### config.mk
export PLATFORM = sky130hd
export DESIGN_NAME = mem_stage
export DESIGN_NICKNAME = d
export VERILOG_FILES = /design/src/rtl/mem_pkg.sv /design/src/rtl/lsu_align.sv /design/src/rtl/mem_stage.sv
export SDC_FILE = /design/constraint.sdc
export NUM_CORES = 1
export LEC_CHECK = 0
export BUFFER_PORTS_ARGS = -buffer_cell sky130_fd_sc_hd__buf_4
export CAP_MARGIN = 20
export CORE_MARGIN = 2
export CORE_UTILIZATION = 48
export CTS_BUF_LIST = sky130_fd_sc_hd__clkbuf_16
export DETAILED_ROUTE_END_ITERATION = 6
export GPL_ROUTABILITY_DRIVEN = 1
export GPL_TIMING_DRIVEN = 0
export HOLD_SLACK_MARGIN = 0.05
export PLACE_DENSITY_LB_ADDON = 0.25
export SLEW_MARGIN = 20
export SYNTH_ARGS = -nofsm -noshare
export SYNTH_HDL_FRONTEND = slang
export SYNTH_SLANG_ARGS = --single-unit
### constraint.sdc
create_clock -name clk -period 2.9 [get_ports clk]
set_input_delay 0.58 -clock clk [delete_from_list [all_inputs] [get_ports clk]]
set_output_delay 0.58 -clock clk [all_outputs]
set_load 0.01 [all_outputs]
### src/rtl/mem_pkg.sv
// rtl/mem_pkg.sv - shared constants and types for the MEM pipeline stage
package mem_pkg;

    localparam int BE_W = 4;

    localparam logic [2:0] F3_B  = 3'b000;
    localparam logic [2:0] F3_H  = 3'b001;
    localparam logic [2:0] F3_W  = 3'b010;
    localparam logic [2:0] F3_BU = 3'b100;
    localparam logic [2:0] F3_HU = 3'b101;

    typedef enum logic {
        IDLE = 1'b0,
        WAIT = 1'b1
    } memState_t;

endpackage

### src/rtl/lsu_align.sv
// rtl/lsu_align.sv - byte/halfword lane steering, load extraction and alignment check
module lsu_align
    import mem_pkg::*;
(
    input  logic [2:0]      funct3,
    input  logic [1:0]      offset,
    input  logic [31:0]     storeData,
    input  logic [31:0]     rdata,
    output logic [BE_W-1:0] be,
    output logic [31:0]     wdata,
    output logic [31:0]     loadValue,
    output logic            misalign
);

    logic [7:0]  loadByte;
    logic [15:0] loadHalf;
    logic        signedLoad;

    always_comb begin
        be         = '0;
        wdata      = '0;
        loadValue  = '0;
        misalign   = 1'b0;
        signedLoad = (funct3 == F3_B) || (funct3 == F3_H);
        loadByte   = rdata[{offset, 3'b000} +: 8];
        loadHalf   = offset[1] ? rdata[31:16] : rdata[15:0];
        case (funct3)
            F3_B, F3_BU: begin
                be        = 4'b0001 << offset;
                wdata     = {4{storeData[7:0]}};
                loadValue = {{24{signedLoad & loadByte[7]}}, loadByte};
            end
            F3_H, F3_HU: begin
                be        = offset[1] ? 4'b1100 : 4'b0011;
                wdata     = {2{storeData[15:0]}};
                loadValue = {{16{signedLoad & loadHalf[15]}}, loadHalf};
                misalign  = offset[0];
            end
            default: begin
                be        = 4'b1111;
                wdata     = storeData;
                loadValue = rdata;
                misalign  = |offset;
            end
        endcase
    end

endmodule

### src/rtl/mem_stage.sv
// rtl/mem_stage.sv - MEM pipeline stage: data-memory handshake, stall/timeout FSM, MEM/WB register
module mem_stage
    import mem_pkg::*;
#(
    parameter int TIMEOUT = 16
) (
    input  logic                clk,
    input  logic                rstb,
    input  logic                ExMem_MemToReg,
    input  logic [31:0]         ExMem_AluResult,
    input  logic                ExMem_MemRead,
    input  logic                ExMem_MemWrite,
    input  logic [31:0]         ExMem_AluB_Pc4,
    input  logic [2:0]          ExMem_Funct3,
    input  logic [4:0]          ExMem_RegRd,
    input  logic                ExMem_RegWrite,
    output logic                dmem_req,
    output logic                dmem_we,
    output logic [31:0]         dmem_addr,
    output logic [BE_W-1:0]     dmem_be,
    output logic [31:0]         dmem_wdata,
    input  logic                dmem_ack,
    input  logic [31:0]         dmem_rdata,
    output logic                Mem_Stall,
    output logic                Mem_Misalign,
    output logic                Mem_BusErr,
    output logic [4:0]          MemWb_RegRd,
    output logic                MemWb_RegWrite,
    output logic                MemWb_MemToReg,
    output logic [31:0]         MemWb_AluResult,
    output logic [31:0]         MemWb_ReadData
);

    memState_t       state, stateNext;
    logic [7:0]      waitCnt, waitCntNext;
    logic            aborted, abortedNext;
    logic            acc, isLoad, misalign, reqValid, ackValid;
    logic [BE_W-1:0] alignBe;
    logic [31:0]     alignWdata, loadValue;

    lsu_align uAlign (
        .funct3    (ExMem_Funct3),
        .offset    (ExMem_AluResult[1:0]),
        .storeData (ExMem_AluB_Pc4),
        .rdata     (dmem_rdata),
        .be        (alignBe),
        .wdata     (alignWdata),
        .loadValue (loadValue),
        .misalign  (misalign)
    );

    assign acc    = ExMem_MemRead | ExMem_MemWrite;
    assign isLoad = ExMem_MemRead;

    // After a timeout the aborted instruction is still frozen in EX/MEM for one
    // cycle; 'aborted' keeps it from being reissued while it drains as a bubble.
    assign reqValid = ~rstb & acc & ~misalign & ~aborted;
    assign ackValid = reqValid & dmem_ack;

    always_ff @(posedge clk) begin
        if (rstb) begin
            state   <= IDLE;
            waitCnt <= '0;
            aborted <= 1'b0;
        end else begin
            state   <= stateNext;
            waitCnt <= waitCntNext;
            aborted <= abortedNext;
        end
    end

    // waitCnt counts stall cycles already spent, so a WAIT cycle with
    // waitCnt == TIMEOUT-1 is the TIMEOUT-th and final stall cycle.
    always_comb begin
        stateNext    = state;
        waitCntNext  = waitCnt;
        abortedNext  = 1'b0;
        dmem_req     = reqValid;
        dmem_we      = reqValid & ~isLoad;
        dmem_addr    = reqValid ? {ExMem_AluResult[31:2], 2'b00} : '0;
        dmem_be      = reqValid ? alignBe : '0;
        dmem_wdata   = (reqValid & ~isLoad) ? alignWdata : '0;
        Mem_Stall    = reqValid & ~dmem_ack;
        Mem_Misalign = ~rstb & acc & misalign;
        Mem_BusErr   = 1'b0;
        case (state)
            IDLE: begin
                if (reqValid && !dmem_ack) begin
                    stateNext   = WAIT;
                    waitCntNext = 8'd1;
                end
            end
            WAIT: begin
                if (!reqValid || dmem_ack) begin
                    stateNext   = IDLE;
                    waitCntNext = '0;
                end else if (waitCnt == 8'(TIMEOUT - 1)) begin
                    Mem_BusErr  = 1'b1;
                    stateNext   = IDLE;
                    waitCntNext = '0;
                    abortedNext = 1'b1;
                end else begin
                    waitCntNext = waitCnt + 8'd1;
                end
            end
            default: begin
                stateNext   = IDLE;
                waitCntNext = '0;
            end
        endcase
    end

    always_ff @(posedge clk) begin
        if (rstb) begin
            MemWb_RegRd     <= '0;
            MemWb_RegWrite  <= 1'b0;
            MemWb_MemToReg  <= 1'b0;
            MemWb_AluResult <= '0;
            MemWb_ReadData  <= '0;
        end else if (Mem_Stall) begin
            MemWb_RegWrite  <= 1'b0;
        end else begin
            MemWb_RegRd     <= ExMem_RegRd;
            MemWb_RegWrite  <= ExMem_RegWrite & ~(acc & misalign) & ~aborted;
            MemWb_MemToReg  <= ExMem_MemToReg;
            MemWb_AluResult <= ExMem_AluResult;
            if (ackValid && isLoad) begin
                MemWb_ReadData <= loadValue;
            end
        end
    end

endmodule
==> run summary, run 1 <==
dpl ws: -0.111 ns
Placed Area: 0.00644 mm2
wire per inst: 16.2 um
crit path DAT: 2.21 ns
# port buffers: 249
total grt overflow: 0
hold crit path type: register to register
sw power: 841 uW
RSZ-0062 raised after global routing: no
Flop pwr share: 38.6%
largest net degree at the start of global routing: 16
first-pass GRT wire length: 24000 um
Hold WS: 0.453 ns
CP Data Required Time: 2.32 ns
crit path capture type: output pin
vias in the first global route: 4925
CTS tree: yes
Multi-input gate area: 0.00253 mm2
via count: 5256
max cap viols: 0
Die Area: 0.0100 mm2
Post-synth EDFFs: 0
Synth async-reset ratio: 0%
critical path type: input pin to output pin
Sw Ratio: 27.2%
CTS Sinks: 81
initial antenna violation count: 0
GR Util All Layers: 29.8%
Starting Density: 48.6%
# IOs: 255
Fmax achieved: 0.358 GHz
antenna-violating nets left: 0
core area: 0.00911 mm2
layout cell share with drive strength beyond 1: 37.5%
register bit total from synthesis: 81
fin crit share: 96.2%
routed vias/inst: 5.50
Post-synth top flop: dfxtp_1
Die Y: 100 um
Clock Skew: 0.00834 ns
Area Overhead vs Synth: 53.0%
Reg area: 0.00162 mm2
Pleak: 3.18 nW
TritonCTS buffer count: 9
internal power: 2.26 mW
clk_lat worst skew: 0.34 ns
Clock Tree Buf Depth: 2
post-CTS setup buffers: 0
synth warn: 0
Routed WL: 15500 um
Iteration-0 DRC Markers: 250
fin worst setup slack: 0.110 ns
Pins Over Slew Limit: 0
post-route cell area: 0.00678 mm2
commonest non-fill, non-tap cell in the layout: buf_4
synthesized area per cell: 7.65 um2
Synth Cell Area: 0.00443 mm2
die width: 100 um
dpl hpwl: 12000 um
Synth Instances: 579
total power: 3.10 mW
Max VDD drop: 281 uV
Std-Cell Rows: 35
Rel. slew slack: 54.1%
Seq/Total Area, Yosys: 36.6%
crit start category: input pin
status: finished, final reports clean
fill count: 731
Pre-antenna DRT Iters: 5
diode count: 0
clock network fraction of total power: 40.1%
DRC viols: 0
Worst-Margin Slew: 0.689 ns
hold-fix buffer count after cts: 0
CTS Root Cell: clkbuf_16
H-Tree Depth: 3
crit path max fanout: 10
Comb pwr share: 21.3%
most frequent cells in the layout: buf_4, nand2_1, dfxtp_1
library cells used by synthesis: 51
Nets: 952
clock-pin slew on the worst setup and hold paths: 0.06 ns
final setup fails: 0
RePlAce Congestion: 0.933
final count of hold timing violations: 0
post-layout min period: 2.79 ns
reg2reg setup slack: 1.32 ns
Power Dens Cells: 457 mW/mm2
-- final cells by class --
cell class              instances  area share [%]
well taps                     111            2.05
flip-flops and latches         81            23.9
clock buffers                   9            3.32
inverters                       7           0.388
plain buffers                  53            3.93
clock inverters                 7            1.50
multi-input cells             439            37.3
repair buffers                249            27.6
-- worst paths after layout --
path                                           from                   to  cells after the start
worst max-delay path                ExMem_Funct3[1]        dmem_wdata[2]                      9
worst min-delay path            MemWb_AluResult[30]  MemWb_AluResult[30]                      2
worst max register to register           waitCnt[0]           waitCnt[5]                      5
worst min register to register  MemWb_AluResult[30]  MemWb_AluResult[30]                      2
-- worst max-delay path, stage by stage --
cell	delay [ns]
buf_4	0.09
buf_2	0.19
nor2_1	0.07
o211a_2	0.35
nand2b_1	0.10
clkbuf_1	0.26
inv_1	0.22
and2_1	0.21
buf_4	0.14
-- cell families (layout without fill, tap and decap cells) --
kind of cell / after synthesis / in the layout / share of synthesized area (%)
other: 1 / 2 / 0.0847
AOI/OAI and AO/OA: 141 / 141 / 22.6
and+or+nand+nor: 268 / 268 / 27.6
DFF: 81 / 81 / 36.6
adders and majority gates: 1 / 1 / 0.282
xor gates and xnor gates: 1 / 1 / 0.198
muxes: 26 / 26 / 6.10
buffers and inverters: 60 / 325 / 6.55
-- state kept, by name, indices dropped and copies added (netlist names) --
register,count
aborted,1
MemWb_MemToReg,1
MemWb_RegRd,5
MemWb_RegWrite,1
state,1
waitCnt,8
MemWb_ReadData,32
MemWb_AluResult,32
-- routing by layer --
| metal | up-vias | wire length (um) | track usage [%] |
|---|---|---|---|
| met5 | - | 0 | 0 |
| met4 | 0 | 459 | 10.9 |
| met3 | 44 | 1260 | 6.20 |
| met2 | 262 | 7650 | 52.6 |
| met1 | 2416 | 6150 | 35.9 |
| li1 | 2534 | - | - |
-- through the flow --
stage / utilization (%) / TNS, ns / instances
final: 74.4 / 0 / 956
after detailed placement: 70.7 / -1.94 / 940
after global placement: 70.7 / -0.586 / 940
after CTS: 74.4 / 0 / 956
after global routing: 74.4 / 0 / 956
after floorplan: - / 0 / 580
-- power groups by stage --
stage / Combinational (mW) / Clock, mW / Sequential, mW
6_report: 0.658 / 1.24 / 1.20
4_1_cts: 0.654 / 1.25 / 1.20
2_1_floorplan: 0.288 / 0 / 1.24
3_5_place_dp: 0.650 / 0 / 1.22
3_3_place_gp: 0.637 / 0 / 1.22
5_1_grt: 0.710 / 1.30 / 1.20
-- synth_stat cells, drive strengths merged, types with 6 or more instances --
cell type / instances / share of area (%)
a211oi: 24 / 5.2
a21oi: 61 / 6.9
a22o: 15 / 3.0
a22oi: 8 / 1.4
a311oi: 7 / 1.4
a32oi: 7 / 1.4
and2: 39 / 5.5
buf: 29 / 3.9
clkbuf: 24 / 2.0
dfxtp: 81 / 37
inv: 6 / 0.51
mux2: 8 / 2.0
mux2i: 18 / 4.1
nand2: 121 / 10
nand3: 15 / 1.7
nor2: 61 / 5.2
-- repair_timing --
item	CTS	global route
setup endpoints to repair	28	29
resized for setup	3	2
pin swaps	0	0
Note: power is estimated with default switching activity, not from simulation.
==> inputs of run 2 (changes only) <==
PLACE_DENSITY_LB_ADDON = 0.12   (was 0.25)
REMOVE_ABC_BUFFERS = 1   (was unset)
==> run summary, run 2 (same netlist as run 1, synthesis figures left out) <==
Pins Over Slew Limit: 0
Fmax achieved: 0.360 GHz
final count of hold timing violations: 0
commonest non-fill, non-tap cell in the layout: buf_4
RePlAce Congestion: 1.00
Routed WL: 15000 um
clk_lat worst skew: 0.33 ns
H-Tree Depth: 3
Die Y: 100 um
CP Data Required Time: 2.32 ns
Hold Path Stages: 2
CTS Root Cell: clkbuf_16
Pre-antenna DRT Iters: 5
total grt overflow: 0
die width: 100 um
hold crit path type: register to register
Power Dens Cells: 482 mW/mm2
Placed Area: 0.00625 mm2
Iteration-0 DRC Markers: 232
final setup fails: 0
Critical Path Max Stage Delay: 0.33 ns
post-layout util: 74.1%
routed vias/inst: 5.61
dpl hpwl: 10000 um
fin worst setup slack: 0.123 ns
CTS Sinks: 81
RSZ-0062 raised after global routing: no
GR Util All Layers: 27.4%
first-pass GRT wire length: 22500 um
Clock Tree Buf Depth: 2
TritonCTS buffer count: 9
post-layout min period: 2.78 ns
status: finished, final reports clean
DRC viols: 0
Rel. slew slack: 44.1%
fill count: 703
core area: 0.00911 mm2
diode count: 0
CP startpoint: ExMem_Funct3[1]
Die Area: 0.0100 mm2
total negative slack: 0 ns
crit path DAT: 2.20 ns
critical path type: input pin to output pin
Std-Cell Rows: 35
Cell Chain, Critical Path: buf_12 > a21oi_4 > o211a_4 > nand2b_4 > clkinvlp_4 > and2_1 > buf_4
crit path max fanout: 57
hold path startpoint: MemWb_AluResult[9]
Worst-Margin Slew: 0.839 ns
layout cell share with drive strength beyond 1: 38.0%
reg2reg start: aborted
CP max stage cell: o211a_4
Max VDD drop: 329 uV
CTS tree: yes
dpl ws: -1.51 ns
global routing usage on met3: 5.15%
Hold Crit Endpoint: MemWb_AluResult[9]
largest net degree at the start of global routing: 82
Starting Density: 48.6%
via count: 5117
# IOs: 255
Layout Cells excl Fill: 912
met2 Track Usage GR: 48.1%
Inst Count DP: 891
Pleak: 3.10 nW
max cap viols: 0
Most Crowded Layer GR: met2
Largest regs: MemWb_AluResult (32), MemWb_ReadData (32), waitCnt (8)
total power: 3.25 mW
worst reg2reg path depth: 4
post-route cell area: 0.00675 mm2
hold-fix buffer count after cts: 0
fin crit share: 95.8%
Hold WS: 0.452 ns
Area Overhead vs Synth: 52.3%
wire per inst: 16.4 um
reg2reg setup slack: 0.75 ns
crit start category: input pin
clock-pin slew on the worst setup and hold paths: 0.06 ns
crit path capture type: output pin
vias in the first global route: 4758
antenna-violating nets left: 0
# port buffers: 252
Clock Skew: 0.00766 ns
Global Route met1 Usage: 33.5%
worst reg2reg path endpoint: MemWb_ReadData[19]
most frequent cells in the layout: buf_4, nand2_1, dfxtp_1
initial antenna violation count: 0
Nets: 908
run 2: cell types whose count changed in the layout (fill, tap and decap cells not counted), moves of 2 or more:
| cell | before | now |
|---|---|---|
| bufinv_16 | 2 | 4 |
| buf_12 | 0 | 3 |
| nor2_4 | 0 | 2 |
| buf_4 | 257 | 251 |
| clkbuf_2 | 2 | 0 |
| buf_1 | 3 | 0 |
| buf_2 | 16 | 0 |
| clkbuf_1 | 22 | 0 |
run 2: layer usage:
metal | vias to the layer above | part of all wire [%] | routed length (um)
met5 | - | 0 | 0
met3 | 31 | 7.0 | 1040
met1 | 2413 | 40 | 6040
met4 | 0 | 2.1 | 309
li1 | 2444 | - | -
met2 | 229 | 51 | 7590
run 2: worst max path at each step:
| stage | end | slack (ns) | cells past startpoint |
|---|---|---|---|
| 2_1_floorplan | Mem_BusErr | -1.58 | 4 |
| 3_3_place_gp | Mem_BusErr | -4.06 | 6 |
| 3_5_place_dp | dmem_wdata[0] | -1.51 | 7 |
| 4_1_cts | dmem_wdata[0] | 0.006 | 7 |
| 5_1_grt | dmem_wdata[6] | 0.04 | 7 |
| 6_report | dmem_wdata[0] | 0.12 | 7 |
run 2: worst max-delay path, delay by kind of cell:
kind	cells	cell delay, ns
AOI/OAI and AO/OA	2	0.48
and+or+nand+nor	2	0.47
buffers and inverters	3	0.63
run 2: final cells by class:
class,count,area [um2],share of cell area [%]
clock inverter,7,141,2.10
clock buffer,9,225,3.34
multi-input combinational,441,2600,38.5
sequential,81,1620,24.0
tap,111,139,2.06
timing repair buffer,256,1980,29.4
inverter,7,35.0,0.519
run 2: repair_timing:
| action | 4_1_cts | 5_1_grt |
|---|---|---|
| pin swaps | 2 | 1 |
| endpoints found under the setup margin | 136 | 10 |
| resized for setup | 13 | 6 |
| buffers inserted | 3 | 0 |
| gates cloned | 1 | 1 |
run 2: where the power goes:
group | leakage [nW] | total, mW | switching [mW] | internal [mW]
Clock | 0.181 | 1.41 | 0.474 | 0.931
Combinational | 2.26 | 0.653 | 0.329 | 0.324
Sequential | 0.665 | 1.20 | 0.0300 | 1.17
==> inputs of run 3 (changes only) <==
CORE_UTILIZATION = 49   (was 48)
REMOVE_ABC_BUFFERS = unset   (was 1)
SYNTH_HIERARCHICAL = 1   (was unset)
==> run summary, run 3 <==
status: finished, final reports clean
Nets: 1018
Seq/Total Area, Yosys: 34.1%
vias in the first global route: 5214
antenna-violating nets left: 0
clock-pin slew on the worst setup and hold paths: 0.06 ns
max cap viols: 0
via count: 5563
H-Tree Depth: 3
reg2reg start: waitCnt[5]
hold crit path type: register to register
dpl hpwl: 13400 um
ranking of synthesized cells by area: dfxtp_1, nand2_1, a21oi_1
TritonCTS buffer count: 9
Synth Cell Area: 0.00475 mm2
Rel. slew slack: 54.4%
reg2reg setup slack: 1.37 ns
# IOs: 255
Pre-antenna DRT Iters: 5
post-layout min period: 2.79 ns
diode count: 0
synthesized area per cell: 7.38 um2
RSZ-0062 raised after global routing: no
Inst Count DP: 1025
wire per inst: 16.4 um
Yosys top cell by area: dfxtp_1
crit path to: dmem_wdata[9]
die width: 102 um
fin crit share: 96.3%
Pins Over Slew Limit: 0
area share of the largest cell type after synthesis: 34.1%
crit path capture type: output pin
Max VDD drop: 265 uV
Pleak: 3.54 nW
crit start category: input pin
worst reg2reg path endpoint: waitCnt[6]
Critical Path Max Stage Delay: 0.39 ns
crit path DAT: 2.21 ns
Layout Cells excl Fill: 1039
# port buffers: 251
Post-synth top cells: nand2_1, dfxtp_1, a21oi_1, and3_1, and2_1
first-pass GRT wire length: 25500 um
library cells used by synthesis: 52
CP max stage cell: or3_4
final count of hold timing violations: 0
CP startpoint: ExMem_AluResult[1]
Power Dens Cells: 434 mW/mm2
Crit path depth: 10
CTS Root Cell: clkbuf_16
routed vias/inst: 5.35
synth warn: 6
most numerous cell in the Yosys netlist: nand2_1
Clock Tree Buf Depth: 2
register bit total from synthesis: 81
largest net degree at the start of global routing: 27
Clock Skew: 0.00760 ns
core area: 0.00933 mm2
total power: 3.11 mW
Area Overhead vs Synth: 50.7%
CTS Sinks: 81
fill count: 743
final setup fails: 0
crit path max fanout: 17
CTS tree: yes
Die Area: 0.0105 mm2
Worst-Margin Slew: 0.681 ns
Synth async-reset ratio: 0%
Starting Density: 50.9%
CP Data Required Time: 2.32 ns
initial antenna violation count: 0
layout cell share with drive strength beyond 1: 37.4%
Post-synth EDFFs: 0
commonest non-fill, non-tap cell in the layout: buf_4
total grt overflow: 0
critical path type: input pin to output pin
clk_lat worst skew: 0.33 ns
Fmax achieved: 0.358 GHz
Cell Chain, Critical Path: buf_4 > buf_6 > nor2_2 > nor2_2 > or3_4 > nor3_4 > buf_6 > clkbuf_4 > and2_1 > buf_4
most frequent cells in the layout: buf_4, nand2_1, dfxtp_1
Std-Cell Rows: 35
Post-synth top flop: dfxtp_1
Largest regs: MemWb_AluResult (32), MemWb_ReadData (32), waitCnt (8)
RePlAce Congestion: 0.986
Iteration-0 DRC Markers: 304
worst reg2reg path depth: 4
Die Y: 102 um
GR Util All Layers: 31.2%
delay-heaviest family, CP: simple AND/OR/NAND/NOR gates
Synth Instances: 644
DRC viols: 0
worst path buffer plus inverter count: 5
Routed WL: 17000 um
## run 3: cell count changes after synthesis, moves of 8 or more
cell,previous run,this run
nand2_1,121,187
nor2_1,61,20
and3_1,2,36
o22ai_1,2,17
a211oi_1,14,0
a22o_1,15,1
a21oi_1,61,74
nor2b_1,5,18
a211oi_2,10,0
a22oi_1,8,0
buf_4,8,16
inv_1,5,13
o221ai_1,0,8
## run 3: kinds of logic after synthesis
group,after synthesis,synth area share [%]
AO/OA/AOI/OAI,129,17.3
XOR/XNOR,1,0.184
adder cells (fa/ha/maj),1,0.263
buffers and inverters,77,8.98
flip-flops,81,34.1
multiplexers,28,6.35
other,1,0.0789
AND/OR/NAND/NOR,326,32.7
## run 3: how the worst min path moves through the flow
stage                         from                  end  slack, ns  depth (start not counted)
4_1_cts        MemWb_AluResult[30]  MemWb_AluResult[30]       0.45                          2
3_3_place_gp   MemWb_AluResult[10]  MemWb_AluResult[10]       0.44                          2
3_5_place_dp   MemWb_AluResult[22]  MemWb_AluResult[22]       0.44                          2
6_report        MemWb_AluResult[4]   MemWb_AluResult[4]       0.45                          2
2_1_floorplan                state                state       0.48                          1
5_1_grt         MemWb_ReadData[22]   MemWb_ReadData[22]       0.47                          2
## run 3: through the flow
step	setup TNS [ns]	setup WS [ns]	util (%)	hold WS [ns]	cell area, um2
2_1_floorplan	0	0.240	-	0.476	4760
3_3_place_gp	-9.80	-0.306	72.9	0.439	6800
3_5_place_dp	-10.95	-0.282	72.9	0.443	6800
4_1_cts	0	0.0928	76.6	0.454	7150
5_1_grt	0	0.00178	76.8	0.471	7160
6_report	0	0.107	76.8	0.452	7160
## run 3: layout make-up
cell class	count	area, um2	share of cell area, %
Multi-Input combinational cell	487	2720	38.0
Timing Repair Buffer	254	1910	26.7
Sequential cell	81	1620	22.6
Buffer	59	379	5.29
Clock buffer	9	225	3.14
Tap cell	129	161	2.25
Clock inverter	6	90.1	1.26
Inverter	14	52.6	0.734
## run 3: per-layer routing
metal / track usage, % / wire, um / vias to the layer above
li1: - / - / 2682
met1: 35.7 / 6570 / 2581
met2: 52.9 / 8450 / 246
met3: 8.14 / 1300 / 54
met4: 16.8 / 712 / 0
met5: 1.44 / 0 / -
## run 3: tightest hold or removal path: cells and delay by family, from the launching register on
| kind | cells | cell delay (ns) |
|---|---|---|
| flops | 1 | 0.31 |
| compound gates | 1 | 0.05 |
| simple gates | 1 | 0.05 |
## run 3: power by group
part	switching (mW)	internal (mW)	total, mW
clock	0.470	0.754	1.22
sequential	0.0260	1.16	1.19
combinational	0.349	0.351	0.700
## run 3: timing repair
| action | CTS | global route |
|---|---|---|
| hold buffers | 0 | 0 |
| pin swaps | 1 | 0 |
| cloned | 1 | 0 |
| resized for setup | 7 | 6 |
| buffers inserted | 2 | 0 |
| endpoints found under the setup margin | 64 | 28 |
